--- src/rtl/i2s_pkg.sv ---
// Shared types and constants for the I2S master.
// Slot geometry is fixed at 32 bit clocks per channel.
package i2s_pkg;

   localparam int SLOT_BITS  = 32;
   localparam int FRAME_BITS = 64;
   localparam int SAMPLE_W   = 16;

   typedef struct packed {
      logic [SAMPLE_W-1:0] left;
      logic [SAMPLE_W-1:0] right;
   } stereo_sample_t;

   // Slot positions 1..w carry sample bits; position 0 is the I2S delay bit.
   function automatic logic in_slot(input logic [4:0] p, input int w);
      return (p != 5'd0) && (int'(p) <= w);
   endfunction

endpackage

--- src/rtl/sync_fifo.sv ---
// Single-clock FIFO with first-word-fall-through read data.
// DEPTH is a power of two, at least 2.
module sync_fifo #(
   parameter int WIDTH = 32,
   parameter int DEPTH = 4
) (
   input  logic                     clk,
   input  logic                     reset_n,
   input  logic                     push,
   input  logic [WIDTH-1:0]         wdata,
   input  logic                     pop,
   output logic [WIDTH-1:0]         rdata,
   output logic                     full,
   output logic                     empty,
   output logic [$clog2(DEPTH):0]   count
);

   localparam int AW = $clog2(DEPTH);
   localparam int CW = AW + 1;

   logic [WIDTH-1:0] mem [DEPTH];
   logic [AW-1:0]    wr_ptr;
   logic [AW-1:0]    rd_ptr;
   logic             do_push;
   logic             do_pop;

   assign full    = (count == CW'(DEPTH));
   assign empty   = (count == '0);
   assign do_push = push && !full;
   assign do_pop  = pop && !empty;
   assign rdata   = mem[rd_ptr];

   always_ff @(posedge clk) begin
      if (do_push) mem[wr_ptr] <= wdata;
   end

   always_ff @(posedge clk or negedge reset_n) begin
      if (!reset_n) begin
         wr_ptr <= '0;
         rd_ptr <= '0;
         count  <= '0;
      end else begin
         if (do_push) wr_ptr <= wr_ptr + AW'(1);
         if (do_pop)  rd_ptr <= rd_ptr + AW'(1);
         if (do_push && !do_pop)      count <= count + CW'(1);
         else if (!do_push && do_pop) count <= count - CW'(1);
      end
   end

endmodule

--- src/rtl/i2s_master.sv ---
// Philips-format I2S master: 64-SCLK frames, buffered playback,
// capture of the codec output into a stereo frame register.
module i2s_master
   import i2s_pkg::*;
#(
   parameter int DATA_W     = 16,
   parameter int SCLK_DIV   = 16,
   parameter int FIFO_DEPTH = 4
) (
   input  logic                clk,
   input  logic                reset_n,
   input  logic                enable,
   input  logic [2*DATA_W-1:0] tx_data,
   input  logic                tx_valid,
   output logic                tx_ready,
   output logic [2*DATA_W-1:0] rx_data,
   output logic                rx_valid,
   output logic                underrun,
   input  logic                underrun_clr,
   output logic                sclk,
   output logic                lrclk,
   output logic                sdout,
   input  logic                sdin
);

   localparam int DW = $clog2(SCLK_DIV);
   localparam int FW = 2 * DATA_W;
   localparam int CW = $clog2(FIFO_DEPTH) + 1;
   localparam logic [DW-1:0] DIV_LAST = DW'(SCLK_DIV - 1);
   localparam logic [DW-1:0] DIV_RISE = DW'(SCLK_DIV / 2 - 1);
   localparam logic [5:0]    BIT_LAST = 6'(FRAME_BITS - 1);

   logic [DW-1:0]     div_cnt;
   logic [5:0]        bit_cnt;
   logic              first;
   logic [DATA_W-1:0] frm_l, frm_r;
   logic [DATA_W-1:0] left_sr, right_sr;
   logic [FW-1:0]     fifo_rdata;
   logic              fifo_full, fifo_empty;
   logic [CW-1:0]     fifo_count;
   logic              fall_tick, rise_tick, frame_start, pop;

   logic [5:0]        nb;
   logic [4:0]        np;
   logic [4:0]        sh;
   logic [DATA_W-1:0] word;
   logic [DATA_W-1:0] shifted;
   logic              nxt_sd;

   assign fall_tick   = enable && (div_cnt == DIV_LAST);
   assign rise_tick   = enable && (div_cnt == DIV_RISE);
   assign frame_start = fall_tick && (bit_cnt == BIT_LAST);
   assign pop         = frame_start && !fifo_empty;
   assign tx_ready    = (fifo_count != CW'(FIFO_DEPTH));

   sync_fifo #(
      .WIDTH (FW),
      .DEPTH (FIFO_DEPTH)
   ) u_fifo (
      .clk     (clk),
      .reset_n (reset_n),
      .push    (tx_valid && !fifo_full),
      .wdata   (tx_data),
      .pop     (pop),
      .rdata   (fifo_rdata),
      .full    (fifo_full),
      .empty   (fifo_empty),
      .count   (fifo_count)
   );

   // Data bit for the position entered at the next fall tick.
   always_comb begin
      nb      = bit_cnt + 6'd1;
      np      = nb[4:0];
      word    = nb[5] ? frm_r : frm_l;
      sh      = 5'(DATA_W) - np;
      shifted = word >> sh;
      nxt_sd  = in_slot(np, DATA_W) && shifted[0];
   end

   always_ff @(posedge clk or negedge reset_n) begin
      if (!reset_n) begin
         div_cnt  <= DIV_LAST;
         bit_cnt  <= BIT_LAST;
         first    <= 1'b1;
         frm_l    <= '0;
         frm_r    <= '0;
         left_sr  <= '0;
         right_sr <= '0;
         rx_data  <= '0;
         rx_valid <= 1'b0;
         underrun <= 1'b0;
         sclk     <= 1'b0;
         lrclk    <= 1'b0;
         sdout    <= 1'b0;
      end else begin
         rx_valid <= 1'b0;
         if (!enable) begin
            div_cnt <= DIV_LAST;
            bit_cnt <= BIT_LAST;
            first   <= 1'b1;
            sclk    <= 1'b0;
            lrclk   <= 1'b0;
            sdout   <= 1'b0;
         end else begin
            div_cnt <= fall_tick ? '0 : div_cnt + DW'(1);
            if (fall_tick) begin
               sclk    <= 1'b0;
               bit_cnt <= nb;
               lrclk   <= nb[5];
               sdout   <= nxt_sd;
            end
            if (rise_tick) begin
               sclk <= 1'b1;
               if (in_slot(bit_cnt[4:0], DATA_W)) begin
                  if (bit_cnt[5]) right_sr <= {right_sr[DATA_W-2:0], sdin};
                  else            left_sr  <= {left_sr[DATA_W-2:0], sdin};
               end
            end
            // An empty FIFO plays a silent frame.
            if (frame_start) begin
               frm_l <= pop ? fifo_rdata[FW-1 -: DATA_W] : '0;
               frm_r <= pop ? fifo_rdata[DATA_W-1:0] : '0;
               first <= 1'b0;
               if (!first) begin
                  rx_data  <= {left_sr, right_sr};
                  rx_valid <= 1'b1;
               end
            end
         end
         if (frame_start && fifo_empty) underrun <= 1'b1;
         else if (underrun_clr)         underrun <= 1'b0;
      end
   end

endmodule

--- config.mk ---
export PLATFORM = sky130hd
export DESIGN_NAME = i2s_master
export DESIGN_NICKNAME = d
export VERILOG_FILES = /design/src/rtl/i2s_pkg.sv /design/src/rtl/sync_fifo.sv /design/src/rtl/i2s_master.sv
export SDC_FILE = /design/constraint.sdc
export NUM_CORES = 1
export LEC_CHECK = 0
export CELL_PAD_IN_SITES_DETAIL_PLACEMENT = 1
export CELL_PAD_IN_SITES_GLOBAL_PLACEMENT = 2
export CORE_MARGIN = 5
export CORE_UTILIZATION = 43
export CTS_CLUSTER_SIZE = 24
export DETAILED_ROUTE_END_ITERATION = 16
export PLACE_DENSITY_LB_ADDON = 0.1
export SKIP_CTS_REPAIR_TIMING = 1
export SLEW_MARGIN = 25
export SYNTH_ARGS = -nofsm -noshare
export SYNTH_HDL_FRONTEND = slang
export SYNTH_SLANG_ARGS = --single-unit
--- constraint.sdc ---
create_clock -name clk -period 3.58 [get_ports clk]
set_input_delay 0.716 -clock clk [delete_from_list [all_inputs] [get_ports clk]]
set_output_delay 0.716 -clock clk [all_outputs]
set_load 0.1 [all_outputs]
# --- Word-level counts from Yosys, hierarchy flattened ---
# Memories as Yosys holds them, arrays and structs flattened.
# Cells that the tools add are included.
op_classes:
  add_sub_neg: 7
  multipliers: 0
  div: 0
  order_cmp: 2
  eq_ne: 8
  shift: 1
  muxes: 25
  bitwise: 2
  reduce_logical: 26
op_table:
  columns: ["cell", "count"]
  rows:
  - ["2-to-1 mux 16 bit", 3]
  - ["2-to-1 mux 1 bit", 16]
  - ["right shift 16 x 5 -> 1 bit", 1]
  - ["logical AND 1 bit", 13]
  - ["2-to-1 mux 6 bit", 2]
  - ["less-or-equal comparator 5 bit (second input constant)", 2]
  - ["nonzero test 5 bit", 2]
  - ["2-to-1 mux 4 bit", 2]
  - ["AND reduction 4 bit", 2]
  - ["adder 6 x 1 -> 6 bit (second input constant)", 1]
  - ["equality test 6 bit (second input constant)", 1]
  - ["2-to-1 mux 3 bit", 2]
  - ["subtractor 5 bit (first input constant)", 1]
  - ["adder 2 x 1 -> 2 bit (second input constant)", 2]
  - ["adder 4 x 1 -> 4 bit (second input constant)", 1]
  - ["equality test 4 x 3 -> 1 bit (second input constant)", 1]
  - ["equality test 4 bit (second input constant)", 1]
  - ["logical NOT 1 bit", 4]
  - ["inequality test 2 x 1 -> 1 bit (second input constant)", 2]
  - ["nonzero test 2 bit", 2]
  - ["adder 3 x 1 -> 3 bit (second input constant)", 1]
  - ["equality test 3 bit (second input constant)", 1]
  - ["logical NOT 3 bit", 1]
  - ["inequality test 3 x 1 -> 1 bit (second input constant)", 1]
  - ["other kinds (5)", 6]
word_totals:
  register_bits: 119
  latch_bits: 0
  ramBits: 128
  mem_bits_ro: 0
  in_bits: 38
  output_inout_bits: 38
  elab_cells: 88
  memories: 1
memory_table:
  columns: ["name", "words", "width", "rd", "rd_clocked_by_memory_dff", "write_ports", "line_no", "source"]
  rows:
  - ["u_fifo.mem", 4, 32, 1, 0, 1, "sync_fifo.sv:21", "logic [WIDTH-1:0] mem [DEPTH];"]

# --- Logic depth before layout (Yosys ltp) ---
# Gate-level depths: netlist of run 1.
logic_depth:
  ltp_word: 8
  mapped_depth: 12
  mapped_depth_nobuf: 11

# --- Modules after synthesis ---
# Synthesis of run 1 repeated with hierarchy kept, for this count alone.
unflattened:
  cells_unflattened: 642
  hier_area_um2: 10083.4
by_module_without_submodules:
  columns: ["module", "instances", "cells_per_inst", "area_per_inst_um2", "seq_area_each_um2"]
  rows:
  - ["sync_fifo", 1, 205, 5061.1, 4018.9]
  - ["i2s_master", 1, 437, 5022.3, 2816.5]

# --- Worst setup path after synthesis of run 1 ---
# OpenSTA, ideal clock, no wires.
synth_timing:
  kind: "flip-flop to flip-flop"
  start: "reg div_cnt[0]"
  end: "reg u_fifo.count[1]"
  setup_time_ns: 0.125
  arrival_ns: 2.523
  required_ns: 3.455
  path_slack_ns: 0.932
  stages_incl_launch_ff: 11
  path_buffers: 1
  synth_period_minus_slack_ns: 2.648
  path_cell_list: "dfstp_2 ha_1 and3_1 buf_4 nand2_2 nor3_2 nand2_1 ha_1 inv_1 fa_1 mux2_2"
synth_between:
  elab_chain_cells: 8
  word_cells_on_any_way: 10
  classes_between: "eq/ne (1); mux (1); reduce/logical (8)"
synth_rtl:
  columns: ["element", "line_no", "source"]
  rows:
  - ["start: declaration", "i2s_master.sv:33", "logic [DW-1:0] div_cnt;"]
  - ["start signal: assignment", "i2s_master.sv:106", "div_cnt <= fall_tick ? '0 : div_cnt + DW'(1);"]
  - ["equality test 4 bit (*)", "i2s_master.sv:50", "assign fall_tick = enable && (div_cnt == DIV_LAST);"]
  - ["logical AND 1 bit (*)", "i2s_master.sv:50", null]
  - ["logical AND 1 bit (*)", "i2s_master.sv:52", "assign frame_start = fall_tick && (bit_cnt == BIT_LAST);"]
  - ["logical AND 1 bit (*)", "i2s_master.sv:53", "assign pop = frame_start && !fifo_empty;"]
  - ["logical AND 1 bit (*)", "sync_fifo.sv:30", "assign do_pop = pop && !empty;"]
  - ["logical NOT 1 bit", "sync_fifo.sv:45", "if (do_push && !do_pop) count <= count + CW'(1);"]
  - ["logical AND 1 bit", "sync_fifo.sv:45", null]
  - ["2-to-1 mux 3 bit or nonzero test 2 bit (tied branches)", null, null]
  - ["end signal: assignment", "sync_fifo.sv:45", null]
  - ["end signal: assignment", "sync_fifo.sv:46", "else if (!do_push && do_pop) count <= count - CW'(1);"]
  - ["end: declaration", "sync_fifo.sv:15", "output logic [$clog2(DEPTH):0] count"]
# Mark *: on every way between the ends. The rest lies on a longest branch, timed or not.
# A chain may end at the register's enable or synchronous reset.

# --- Worst setup path in the final report of run 1 ---
layout_timing:
  start: "reg bit_cnt[0]"
  end: "reg sdout"
layout_between:
  elab_chain_cells: 6
  word_cells_on_any_way: 10
  classes_between: "add/sub (2); order compare (1); shift (1); mux (3); reduce/logical (3)"
layout_rtl:
  columns: ["element", "line_no", "source"]
  rows:
  - ["start: declaration", "i2s_master.sv:34", "logic [5:0] bit_cnt;"]
  - ["start signal: assignment", "i2s_master.sv:109", "bit_cnt <= nb;"]
  - ["adder 6 x 1 -> 6 bit (*)", "i2s_master.sv:73", "nb = bit_cnt + 6'd1;"]
  - ["subtractor 5 bit, or another cell as far along", "i2s_master.sv:76", "sh = 5'(DATA_W) - np;"]
  - ["right shift 16 x 5 -> 1 bit or logical AND 1 bit (tied branches)", "i2s_master.sv:77, i2s_pkg.sv:16", null]
  - ["logical AND 1 bit (*)", "i2s_master.sv:78", "nxt_sd = in_slot(np, DATA_W) && shifted[0];"]
  - ["2-to-1 mux 1 bit (*)", "i2s_master.sv:107", "if (fall_tick) begin"]
  - ["2-to-1 mux 1 bit (*)", "i2s_master.sv:98", "if (!enable) begin"]
  - ["end signal: assignment", "i2s_master.sv:111", "sdout <= nxt_sd;"]
  - ["end: declaration", "i2s_master.sv:22", "output logic sdout,"]
# Mark *: on every way between the ends. The rest lies on a longest branch, timed or not. The select of a mux whose other input is x is not followed.

==> impl_summary.log, run 1 <==
[metrics] via count of the first global-routing pass: roughly 6,200
[metrics] net count after synthesis: 683
[metrics] worst r2r dst: sdout
[metrics] detailed-route DRC error count: 0
[metrics] chip width: 162 um
[metrics] delay of the slowest cell on the worst path: 0.78 ns
[metrics] total number of yosys warnings: 0
[metrics] beginning of the worst register-to-register path: bit_cnt[0]
[metrics] Port-buffer cells: 75
[metrics] clk root buf: sky130_fd_sc_hd__clkbuf_16
[metrics] global route total overflow: 0
[metrics] worst min-delay path class: in -> async
[metrics] Finished Core Util: 52.3%
[metrics] highest fanout seen on the critical path: 17
[metrics] part of the total power dissipated in sequential elements: a little under half
[metrics] sum of negative setup slack: 0 ns
[metrics] adder-cell area share of the yosys netlist: under 10%
[metrics] crit path max-delay cell type: sky130_fd_sc_hd__ha_1
[metrics] CTS Buffer Depth: 3
[metrics] number of I/O pins: 76
[metrics] Worst Reg2Reg Path Length in Cells: 8
[metrics] clock buffers created by TritonCTS: 27
[metrics] Least-Margin Pin Slew: 0.999 ns
[metrics] crit path kind: reg -> reg
[metrics] wire length per cell after detailed routing: 18.8 um
[metrics] xor/xnor cell area share of the yosys netlist: under 10%
[metrics] Synth Area in Simple Gates: 8.27%
[metrics] Critical Path Sink Type: flop
[metrics] most used standard cells in the synthesized netlist: sky130_fd_sc_hd__edfxtp_1 (128), sky130_fd_sc_hd__dfrtp_1 (108), sky130_fd_sc_hd__nand2_1 (87), sky130_fd_sc_hd__mux2_2 (59), sky130_fd_sc_hd__nand3_1 (41)
[metrics] switching power share of the total: 30.6%
[metrics] signal arrival time at the worst endpoint: 3.58 ns
[metrics] post-CTS clock slew at the launch and capture registers of the worst setup and hold paths: around 0.060 ns
[metrics] largest voltage drop on the vdd net: 0.419 mV
[metrics] netlist area before placement: 10000 um^2
[metrics] global router's overall resource usage: 15.5%
[metrics] number of cells after detailed placement: 1,002
[metrics] number of non-filler instances in the completed layout: 1,052
[metrics] Hold Vio Cnt, Final: 0
[metrics] synthesized netlist cell count: between 600 and 700
[metrics] fraction of synthesized area in multiplexers: roughly 16%
[metrics] Yosys top cell by area: sky130_fd_sc_hd__edfxtp_1
[metrics] Power Internal: a little over 6 mW
[metrics] number of synthesized register bits: about 250
[metrics] nature of the critical path startpoint: flop
[metrics] required time of the critical path: 4.00 ns
[metrics] initial standard-cell utilization of the core: 43.9%
[metrics] source-to-sink clock delay at the later pin of the worst-skew pair: 0.54 ns
[metrics] leading cell type by number of instances after synthesis: sky130_fd_sc_hd__edfxtp_1
[metrics] count of flip-flops with a built-in enable after synthesis: 128
[metrics] clock tree from TritonCTS: built
[metrics] routability-driven placement congestion ratio: roughly 0.84
[metrics] number of antenna violations at the first check in global routing: 0
[metrics] final-report max-slew violation count: 0
[metrics] first-pass GRT wire length: around 33 mm
[metrics] share of cells above drive strength 1: 23.7%
[metrics] ordered cell list for the critical path: clkinv_1 > ha_1 > or3b_2 > a21oi_1 > nor3_1 > o211ai_1 > o31ai_1 > o311a_1
[metrics] Vert. Die Dim: around 160 um
[metrics] switching power: 2.66 mW
[metrics] Core Footprint: 22,800 um^2
[metrics] Rows: 55
[metrics] Max-Slew Margin vs Limit: between 30% and 40%
[metrics] Iter 0 DRT Violations: around 260
[metrics] Max-Cap Viols: 0
[metrics] Post-Route WL: 19.8 mm
[metrics] Distinct cells, synth: 53
[metrics] number of levels the H-tree was split into: 1
[metrics] number of nets in the final layout: ~770
[metrics] outcome: finished clean
[metrics] area overhead of the layout relative to synthesis: 19.2%
[metrics] share of the synthesized area in compound gates (AO/OA/AOI/OAI): 2.95%
[metrics] RSZ-0062 raised after global routing: no
[metrics] Clk network pwr share: between 30% and 40%
[metrics] share of async-settable or async-resettable flops after synthesis: about half
[metrics] power density relative to cell area: 729 nW/um^2
[metrics] main area contributors after synthesis: sky130_fd_sc_hd__edfxtp_1 (38%), sky130_fd_sc_hd__dfrtp_1 (27%), sky130_fd_sc_hd__mux4_2 (7.4%), sky130_fd_sc_hd__mux2_2 (6.6%), sky130_fd_sc_hd__nand2_1 (3.3%)
[metrics] main combinational cell family by area after synthesis: multiplexers
[metrics] part of the cycle the worst path needs: 88.0%
[metrics] fmax: 317 MHz
[metrics] setup skew after layout: 0.0109 ns
[metrics] pin count of the biggest net entering global routing: 73
[metrics] routed vias: 5,484
[metrics] primary flip-flop cell chosen by synthesis mapping: sky130_fd_sc_hd__edfxtp_1
[metrics] Setup violations, final: 0
[metrics] portion of the post-synthesis area used by sequential elements: 68.4%
[metrics] area fraction of the dominant cell type after synthesis: 38.4%
[metrics] HPWL after detailed placement: 12.7 mm
[metrics] number of vias per cell: 5.21
[metrics] number of iterations in the first detailed-routing pass: 4
[metrics] proportion of power drawn by combinational gates: 23.2%
[metrics] leakage power: 4.80 nW
[metrics] minimum clock period after layout: around 3.2 ns
[metrics] average cell area after synthesis: 15.7 um^2
[metrics] count of antenna-violating nets left after detailed routing: 0
[metrics] setup slack on the worst flop-to-flop path: approximately 0.43 ns
[metrics] die area: 26,400 um^2
[metrics] clock tree sinks: between 200 and 250
[metrics] antenna fix cells: 0
## kinds of logic (layout without fill, tap and decap cells)
group	count (synthesis)	after routing
adders and majority gates	9	9
AOI/OAI and AO/OA	43	43
DFF	247	247
and+or+nand+nor	175	175
buffers and inverters	44	147
xor gates and xnor gates	13	13
muxes	105	105
## through the flow
stage | power, mW | setup WS (ns) | instance area (um^2) | hold WS [ns]
after floorplan | 5.46 | 0.932 | 10000 | 0.420
after global placement | 6.09 | 0.610 | 11100 | 0.451
after detailed placement | 6.18 | 0.491 | 11100 | 0.463
after CTS | 8.88 | 0.458 | 11900 | 0.219
after global routing | 9.20 | 0.253 | 11900 | 0.253
final | 8.70 | 0.428 | 11900 | 0.207
## state kept, by name (all words and copies together), names as in the netlist, 3 cells and up
register,flops
frm_r,16
rx_data,32
bit_cnt,6
left_sr,16
div_cnt,4
u_fifo.count,3
frm_l,16
right_sr,16
u_fifo.mem,128
## power groups by stage
stage	Combinational (mW)	Sequential, mW	Clock, mW
3_3_place_gp	2.02	4.07	0
6_report	2.02	4.03	2.64
3_5_place_dp	2.07	4.11	0
5_1_grt	2.23	4.11	2.86
2_1_floorplan	1.60	3.87	0
4_1_cts	2.08	4.06	2.74
## cell usage in the layout, fill, tap and decap left out, types with 4 or more instances in the layout
cell	n
sky130_fd_sc_hd__nand3_1	41
sky130_fd_sc_hd__nand2_1	87
sky130_fd_sc_hd__and3_1	7
sky130_fd_sc_hd__clkbuf_16	27
sky130_fd_sc_hd__o21ai_0	11
sky130_fd_sc_hd__and2_1	4
sky130_fd_sc_hd__clkinv_1	4
sky130_fd_sc_hd__clkinv_2	6
sky130_fd_sc_hd__xor2_1	5
sky130_fd_sc_hd__buf_4	14
sky130_fd_sc_hd__nor2_1	11
sky130_fd_sc_hd__inv_1	8
sky130_fd_sc_hd__mux4_2	33
sky130_fd_sc_hd__edfxtp_1	128
sky130_fd_sc_hd__dfstp_2	11
sky130_fd_sc_hd__ha_1	8
sky130_fd_sc_hd__mux2_4	10
sky130_fd_sc_hd__mux2_2	59
sky130_fd_sc_hd__clkbuf_1	9
sky130_fd_sc_hd__xnor2_1	8
sky130_fd_sc_hd__a2111oi_0	5
sky130_fd_sc_hd__clkdlybuf4s50_1	73
sky130_fd_sc_hd__a31oi_1	4
sky130_fd_sc_hd__a21oi_1	4
sky130_fd_sc_hd__dfrtp_1	106
sky130_fd_sc_hd__a211oi_1	4
## cell type report
class	count	area [um^2]
clock buffer	37	723
clock inverter	13	129
fill	2158	10900
inverter	9	33.8
multi-input combinational	345	2950
sequential	247	6840
tap	313	392
timing repair buffer	88	856
## worst max-delay path, delay by kind of cell (launching register included)
kind            cells  cell delay [ns]
buf+inv             1             0.30
simple gates        2             0.58
compound gates      4             0.69
flops               1             0.69
fa+ha+maj           1             0.78
## worst max path at each step
stage	start	end	cells past startpoint	slack (ns)
2_1_floorplan	div_cnt[0]	u_fifo.count[1]	10	0.93
3_3_place_gp	bit_cnt[0]	sdout	8	0.61
3_5_place_dp	bit_cnt[0]	sdout	8	0.49
4_1_cts	bit_cnt[0]	sdout	8	0.46
5_1_grt	bit_cnt[0]	sdout	8	0.25
6_report	bit_cnt[0]	sdout	8	0.43
## metal layers
layer / global-route usage (%) / part of all wire, % / wire length, um / vias to the layer above
met2: 27.4 / 51 / 10000 / 95
met4: 4.15 / 2.6 / 524 / 0
met1: 19.9 / 43 / 8550 / 2808
li1: - / - / - / 2543
met5: 0 / 0 / 0 / -
met3: 2.43 / 3.6 / 715 / 38
(Power assumes the default switching activity.)
==> run 2: changes to the inputs <==
Settings changed: CORE_UTILIZATION 43 to 33.
==> run 2 against run 1 <==
Total power increased by 0.45%. Utilization shrank 12 points. Non-clock buffer count rose by 1. Critical endpoint unchanged. Largest power group unchanged. Highest routed layer unchanged.
==> impl_summary.log, run 2 (synthesis results as in run 1) <==
[metrics] outcome: finished clean
[metrics] Max-Cap Viols: 0 (unchanged)
[metrics] detailed-route DRC error count: 0 (unchanged)
[metrics] total power consumption of the routed design: 8.74 mW (+0.45%)
[metrics] nature of the critical path startpoint: flop
[metrics] Setup violations, final: 0 (unchanged)
[metrics] chip width: 184 um (+13%)
[metrics] count of antenna-violating nets left after detailed routing: 0 (unchanged)
[metrics] worst r2r dst: sdout
[metrics] worst min-delay path class: in -> async
[metrics] clk root buf: sky130_fd_sc_hd__clkbuf_16
[metrics] Hold Vio Cnt, Final: 0 (unchanged)
[metrics] layer with the highest usage after global routing: met2
[metrics] met2 Usage GRT: 21.5% (-5.9 points)
[metrics] HPWL after detailed placement: 13.7 mm (+7.7%)
[metrics] met3 demand-to-capacity share in global routing: 1.84% (-0.59 points)
[metrics] beginning of the worst register-to-register path: bit_cnt[0]
[metrics] part of the cycle the worst path needs: 87.8% (-0.27 points)
[metrics] CTS Buffer Depth: 3 (unchanged)
[metrics] Worst Reg2Reg Path Length in Cells: 8 (unchanged)
[metrics] commonest non-fill, non-tap cell in the layout: sky130_fd_sc_hd__edfxtp_1
[metrics] largest voltage drop on the vdd net: 0.369 mV (-12%)
[metrics] first-pass GRT wire length: 33.9 mm (+2.5%)
[metrics] post-CTS clock slew at the launch and capture registers of the worst setup and hold paths: 0.06 ns (about the same)
[metrics] area overhead of the layout relative to synthesis: 20.3%
[metrics] setup skew after layout: 0.0236 ns (+0.0127 ns)
[metrics] Post-Route WL: 21.0 mm (+5.8%)
[metrics] Max-Slew Margin vs Limit: 34.7% (+1.5 points)
[metrics] Rows: 63 (+15%)
[metrics] crit path kind: reg -> reg
[metrics] hold_ws: 0.200 ns (-0.00740 ns)
[metrics] global router's overall resource usage: 12.5% (-3.0 points)
[metrics] highest fanout seen on the critical path: 17 (unchanged)
[metrics] fmax: 318 MHz (+0.30%)
[metrics] clock buffers created by TritonCTS: 28 (+3.7%)
[metrics] number of cells after detailed placement: 1,080 (+7.8%)
[metrics] Core Footprint: 29,800 um^2 (+31%)
[metrics] Iter 0 DRT Violations: 224 (-14%)
[metrics] met1 usage in global routing: 16.4% (-3.4 points)
[metrics] minimum clock period after layout: 3.14 ns (-0.00958 ns)
[metrics] Biggest register: u_fifo.mem
[metrics] Placement Cell Area: 11,200 um^2 (+0.89%)
[metrics] number of levels the H-tree was split into: 1 (unchanged)
[metrics] source-to-sink clock delay at the later pin of the worst-skew pair: 0.55 ns (about the same)
[metrics] number of nets in the final layout: 767 (+0.26%)
[metrics] biggest registers after layout: u_fifo.mem x128, rx_data x32
[metrics] sum of negative setup slack: 0 ns (unchanged)
[metrics] routed vias: 5,537 (+0.97%)
[metrics] required time of the critical path: 4.01 ns (about the same)
[metrics] leakage power: 4.82 nW (+0.37%)
[metrics] number of non-filler instances in the completed layout: 1,131 (+7.5%)
[metrics] pin count of the biggest net entering global routing: 55 (-25%)
[metrics] number of vias per cell: 4.90 (-6.1%)
[metrics] setup slack on the worst flop-to-flop path: 0.44 ns (about the same)
[metrics] RSZ-0062 raised after global routing: no
[metrics] Least-Margin Pin Slew: 0.976 ns (-0.0226 ns)
[metrics] share of cells above drive strength 1: 24.4% (+0.75 points)
[metrics] via count of the first global-routing pass: 6,055 (-2.6%)
[metrics] Vert. Die Dim: 184 um (+13%)
[metrics] most frequent cells in the layout: sky130_fd_sc_hd__edfxtp_1 (128), sky130_fd_sc_hd__dfrtp_1 (106), sky130_fd_sc_hd__nand2_1 (87)
[metrics] number of antenna violations at the first check in global routing: 0 (unchanged)
[metrics] flip-flop count of the largest register, all copies and words added: 128 (unchanged)
[metrics] die area: 33,900 um^2 (+28%)
[metrics] Port-buffer cells: 75 (unchanged)
[metrics] global route total overflow: 0 (unchanged)
[metrics] clock tree sinks: 247 (unchanged)
[metrics] final-report max-slew violation count: 0 (unchanged)
[metrics] signal arrival time at the worst endpoint: 3.57 ns (about the same)
[metrics] number of I/O pins: 76 (unchanged)
[metrics] wire length per cell after detailed routing: 18.5 um (-1.6%)
[metrics] Critical Path Sink Type: flop
[metrics] final design area excluding fillers: 12,000 um^2 (+0.89%)
[metrics] initial standard-cell utilization of the core: 33.6% (-10 points)
[metrics] power density relative to cell area: 726 nW/um^2 (-0.44%)
[metrics] clock tree from TritonCTS: built
[metrics] Worst Setup SP: bit_cnt[0]
[metrics] routability-driven placement congestion ratio: 0.817 (-2.9%)
[metrics] number of iterations in the first detailed-routing pass: 4 (unchanged)
[metrics] antenna fix cells: 0 (unchanged)
run 2: how the worst max path moves through the flow:
stage | end | slack [ns] | cells after the start
after floorplan | u_fifo.count[1] | 0.93 | 10
after global placement | sdout | 0.59 | 8
after detailed placement | sdout | 0.44 | 8
after CTS | sdout | 0.45 | 8
after global routing | sdout | 0.23 | 8
final | sdout | 0.44 | 8
run 2: worst max-delay path, stage by stage, from the launching register on:
cell and delay (ns):
sky130_fd_sc_hd__dfstp_2 0.71, sky130_fd_sc_hd__clkinv_1 0.32, sky130_fd_sc_hd__ha_1 0.75, sky130_fd_sc_hd__or3b_2 0.49, sky130_fd_sc_hd__a21oi_1 0.16, sky130_fd_sc_hd__nor3_1 0.07, sky130_fd_sc_hd__o211ai_1 0.11, sky130_fd_sc_hd__o31ai_1 0.10
sky130_fd_sc_hd__o311a_1 0.34
run 2: layer usage:
metal	wire, um	part of all wire [%]	up-vias
met1	9200	44	2877
met5	0	0	-
li1	-	-	2536
met3	711	3.4	33
met4	528	2.5	0
met2	10500	50	91
run 2: layout make-up:
class / instances / area [um^2]
fillers: 3013 / 17800
flip-flops and latches: 247 / 6840
multi-input cells: 345 / 2950
repair buffers: 89 / 858
clock buffers: 34 / 743
well taps: 390 / 488
clock inverters: 17 / 116
inverters: 9 / 33.8
run 2: power by group:
part	switching [mW]	internal [mW]
Clock	1.10	1.54
Combinational	1.19	0.889
Sequential	0.427	3.59
run 2: metrics by stage:
step / setup WS (ns) / utilization [%]
after floorplan: 0.932 / -
after global placement: 0.592 / 37.5
after detailed placement: 0.437 / 37.5
after CTS: 0.447 / 40.4
after global routing: 0.232 / 40.4
final: 0.438 / 40.4
==> run 3: changes to the inputs <==
Settings changed: GPL_TIMING_DRIVEN set to 0.
Clock period 3.58 ns to 3.9 ns, I/O delays scaled along.
==> run 3 against run 2 <==
Largest cell class unchanged. Hold slack worse by 0.040 ns. Final cell count up 2.3%. Count of clock-buffer cells in the layout up 7. Sequential share of layout area down 1.6 points. Global-route usage up 0.61 points. Setup slack better by 0.14 ns. Critical path depth up 2.
==> impl_summary.log, run 3 (synthesis results as in run 1) <==
[metrics] Setup violations, final: 0 (unchanged)
[metrics] global router's overall resource usage: 13.1% (+0.61 points)
[metrics] worst setup path endpoint: u_fifo.count[1]
[metrics] Iter 0 DRT Violations: 224 (unchanged)
[metrics] leakage power: 4.96 nW (+3.0%)
[metrics] detailed-route DRC error count: 0 (unchanged)
[metrics] outcome: finished clean
[metrics] beginning of the worst register-to-register path: div_cnt[0]
[metrics] biggest registers after layout: u_fifo.mem x128, rx_data x32
[metrics] Core Footprint: 29,800 um^2 (unchanged)
[metrics] post-layout worst setup margin: 0.583 ns (+0.145 ns)
[metrics] path length in cells of the critical path: 10 (+2)
[metrics] setup skew after layout: 0.0117 ns (-0.0119 ns)
[metrics] chip width: 184 um (unchanged)
[metrics] area overhead of the layout relative to synthesis: 23.7%
[metrics] crit path max-delay cell type: sky130_fd_sc_hd__nor3_2
[metrics] ordered cell list for the critical path: ha_1 > and3_1 > buf_4 > nand2_2 > nor3_2 > nand2_1 > ha_1 > inv_1 > fa_1 > mux2_2
[metrics] Placement Cell Area: 11,400 um^2 (+1.8%)
[metrics] source-to-sink clock delay at the later pin of the worst-skew pair: 0.54 ns (about the same)
[metrics] met3 demand-to-capacity share in global routing: 2.16% (+0.32 points)
[metrics] number of vias per cell: 4.84 (-1.1%)
[metrics] die area: 33,900 um^2 (unchanged)
[metrics] Worst Setup SP: div_cnt[0]
[metrics] met2 Usage GRT: 23.0% (+1.5 points)
[metrics] Max-Slew Margin vs Limit: 32.8% (-1.9 points)
[metrics] HPWL after detailed placement: 15.5 mm (+13%)
[metrics] minimum clock period after layout: 3.32 ns (+0.175 ns)
[metrics] flip-flop count of the largest register, all copies and words added: 128 (unchanged)
[metrics] final design area excluding fillers: 12,400 um^2 (+2.8%)
[metrics] wire length per cell after detailed routing: 19.0 um (+2.4%)
[metrics] crit path kind: reg -> reg
[metrics] final-report max-slew violation count: 0 (unchanged)
[metrics] power density relative to cell area: 684 nW/um^2 (-5.8%)
[metrics] clock buffers created by TritonCTS: 28 (unchanged)
[metrics] number of nets in the final layout: 792 (+3.3%)
[metrics] RSZ-0062 raised after global routing: no
[metrics] met1 usage in global routing: 16.6% (+0.18 points)
[metrics] sum of negative setup slack: 0 ns (unchanged)
[metrics] routability-driven placement congestion ratio: 0.830 (+1.6%)
[metrics] setup slack on the worst flop-to-flop path: 0.58 ns (+0.14 ns)
[metrics] Least-Margin Pin Slew: 1.00 ns (+0.0288 ns)
[metrics] pre-CTS setup slack: 0.340 ns (-0.0968 ns)
[metrics] number of iterations in the first detailed-routing pass: 4 (unchanged)
[metrics] worst min-delay path class: in -> async
[metrics] Max-Cap Viols: 0 (unchanged)
[metrics] Vert. Die Dim: 184 um (unchanged)
[metrics] antenna fix cells: 0 (unchanged)
[metrics] clk root buf: sky130_fd_sc_hd__clkbuf_16
[metrics] signal arrival time at the worst endpoint: 3.74 ns (+0.17 ns)
[metrics] most frequent cells in the layout: sky130_fd_sc_hd__edfxtp_1 (128), sky130_fd_sc_hd__dfrtp_1 (108), sky130_fd_sc_hd__nand2_1 (87)
[metrics] highest fanout seen on the critical path: 8 (-9)
[metrics] first-pass GRT wire length: 35.3 mm (+4.0%)
[metrics] Port-buffer cells: 74 (-1.3%)
[metrics] CTS Buffer Depth: 3 (unchanged)
[metrics] number of antenna violations at the first check in global routing: 0 (unchanged)
[metrics] CP delay by family, top: simple AND/OR/NAND/NOR gates
[metrics] pin count of the biggest net entering global routing: 78 (+42%)
[metrics] clock tree from TritonCTS: built
[metrics] largest voltage drop on the vdd net: 0.372 mV (+1.0%)
[metrics] Finished Core Util: 41.5% (+1.1 points)
[metrics] via count of the first global-routing pass: 6,319 (+4.4%)
[metrics] layer with the highest usage after global routing: met2
[metrics] global route total overflow: 0 (unchanged)
[metrics] initial standard-cell utilization of the core: 33.6% (unchanged)
[metrics] Critical Path Sink Type: flop
[metrics] required time of the critical path: 4.32 ns (+0.31 ns)
[metrics] clock tree sinks: 247 (unchanged)
[metrics] commonest non-fill, non-tap cell in the layout: sky130_fd_sc_hd__edfxtp_1
[metrics] part of the cycle the worst path needs: 85.1% (-2.7 points)
[metrics] Post-Route WL: 22.0 mm (+4.7%)
[metrics] number of buffer and inverter stages on the critical path: 2 (+1)
[metrics] share of cells above drive strength 1: 25.2% (+0.74 points)
[metrics] Rows: 63 (unchanged)
[metrics] fmax: 301 MHz (-5.3%)
[metrics] worst r2r dst: u_fifo.count[1]
[metrics] count of antenna-violating nets left after detailed routing: 0 (unchanged)
[metrics] Biggest register: u_fifo.mem
[metrics] routed vias: 5,603 (+1.2%)
[metrics] post-CTS clock slew at the launch and capture registers of the worst setup and hold paths: 0.06 ns (about the same)
[metrics] number of levels the H-tree was split into: 1 (unchanged)
[metrics] nature of the critical path startpoint: flop
[metrics] Top cell by count, worst path: sky130_fd_sc_hd__ha_1
[metrics] number of I/O pins: 76 (unchanged)
[metrics] Worst Reg2Reg Path Length in Cells: 10 (+2)
[metrics] delay of the slowest cell on the worst path: 0.63 ns (-0.12 ns)
[metrics] fill count: 2,964 (-1.6%)
[metrics] Hold Vio Cnt, Final: 0 (unchanged)
==> run 3: cell types whose count changed in the layout (fill, tap and decap cells not counted), moves of 4 or more <==
| cell | change |
|---|---|
| sky130_fd_sc_hd__clkbuf_1 | +16 |
| sky130_fd_sc_hd__and3_1 | -4 |
| sky130_fd_sc_hd__buf_6 | +5 |
| sky130_fd_sc_hd__buf_2 | +13 |
| sky130_fd_sc_hd__buf_4 | -15 |
| sky130_fd_sc_hd__buf_16 | +5 |
| sky130_fd_sc_hd__and3_2 | +4 |
| sky130_fd_sc_hd__clkinv_2 | -4 |
| sky130_fd_sc_hd__clkbuf_8 | +5 |
==> run 3: how the worst min path moves through the flow <==
stage,start,endpoint,slack (ns),cells after the start
2_1_floorplan,frm_l[4],frm_l[4],0.43,2
3_3_place_gp,frm_l[9],frm_l[9],0.46,2
3_5_place_dp,frm_l[15],frm_l[15],0.47,2
4_1_cts,reset_n,sdout,0.15,1
5_1_grt,reset_n,sclk,0.17,1
6_report,reset_n,sclk,0.16,1
==> run 3: cell type report <==
class	count	area, um^2	area share [%]
Sequential cell	247	6840	55.3
Clock buffer	41	841	6.80
Clock inverter	11	151	1.22
Buffer	35	185	1.50
Inverter	9	33.8	0.273
Tap cell	390	488	3.95
Timing Repair Buffer	79	880	7.11
Multi-Input combinational cell	345	2950	23.9
==> run 3: through the flow <==
step	power, mW	cells	hold slack [ns]
after CTS	8.65	1157	0.151
final	8.46	1157	0.160
after global routing	8.95	1157	0.170
after global placement	5.67	1100	0.464
after floorplan	5.01	636	0.430
after detailed placement	5.83	1105	0.473
==> run 3: per-layer routing <==
layer  wire length [um]  up-vias
li1                   -     2595
met1               9510     2875
met2              11000       95
met3                803       38
met4                611        0
met5                  0        -
==> run 3: power breakdown <==
group          internal (mW)  switching (mW)  total, mW
logic                  0.895            1.29       2.18
clock network           1.75            1.01       2.75
registers               3.29           0.232       3.52
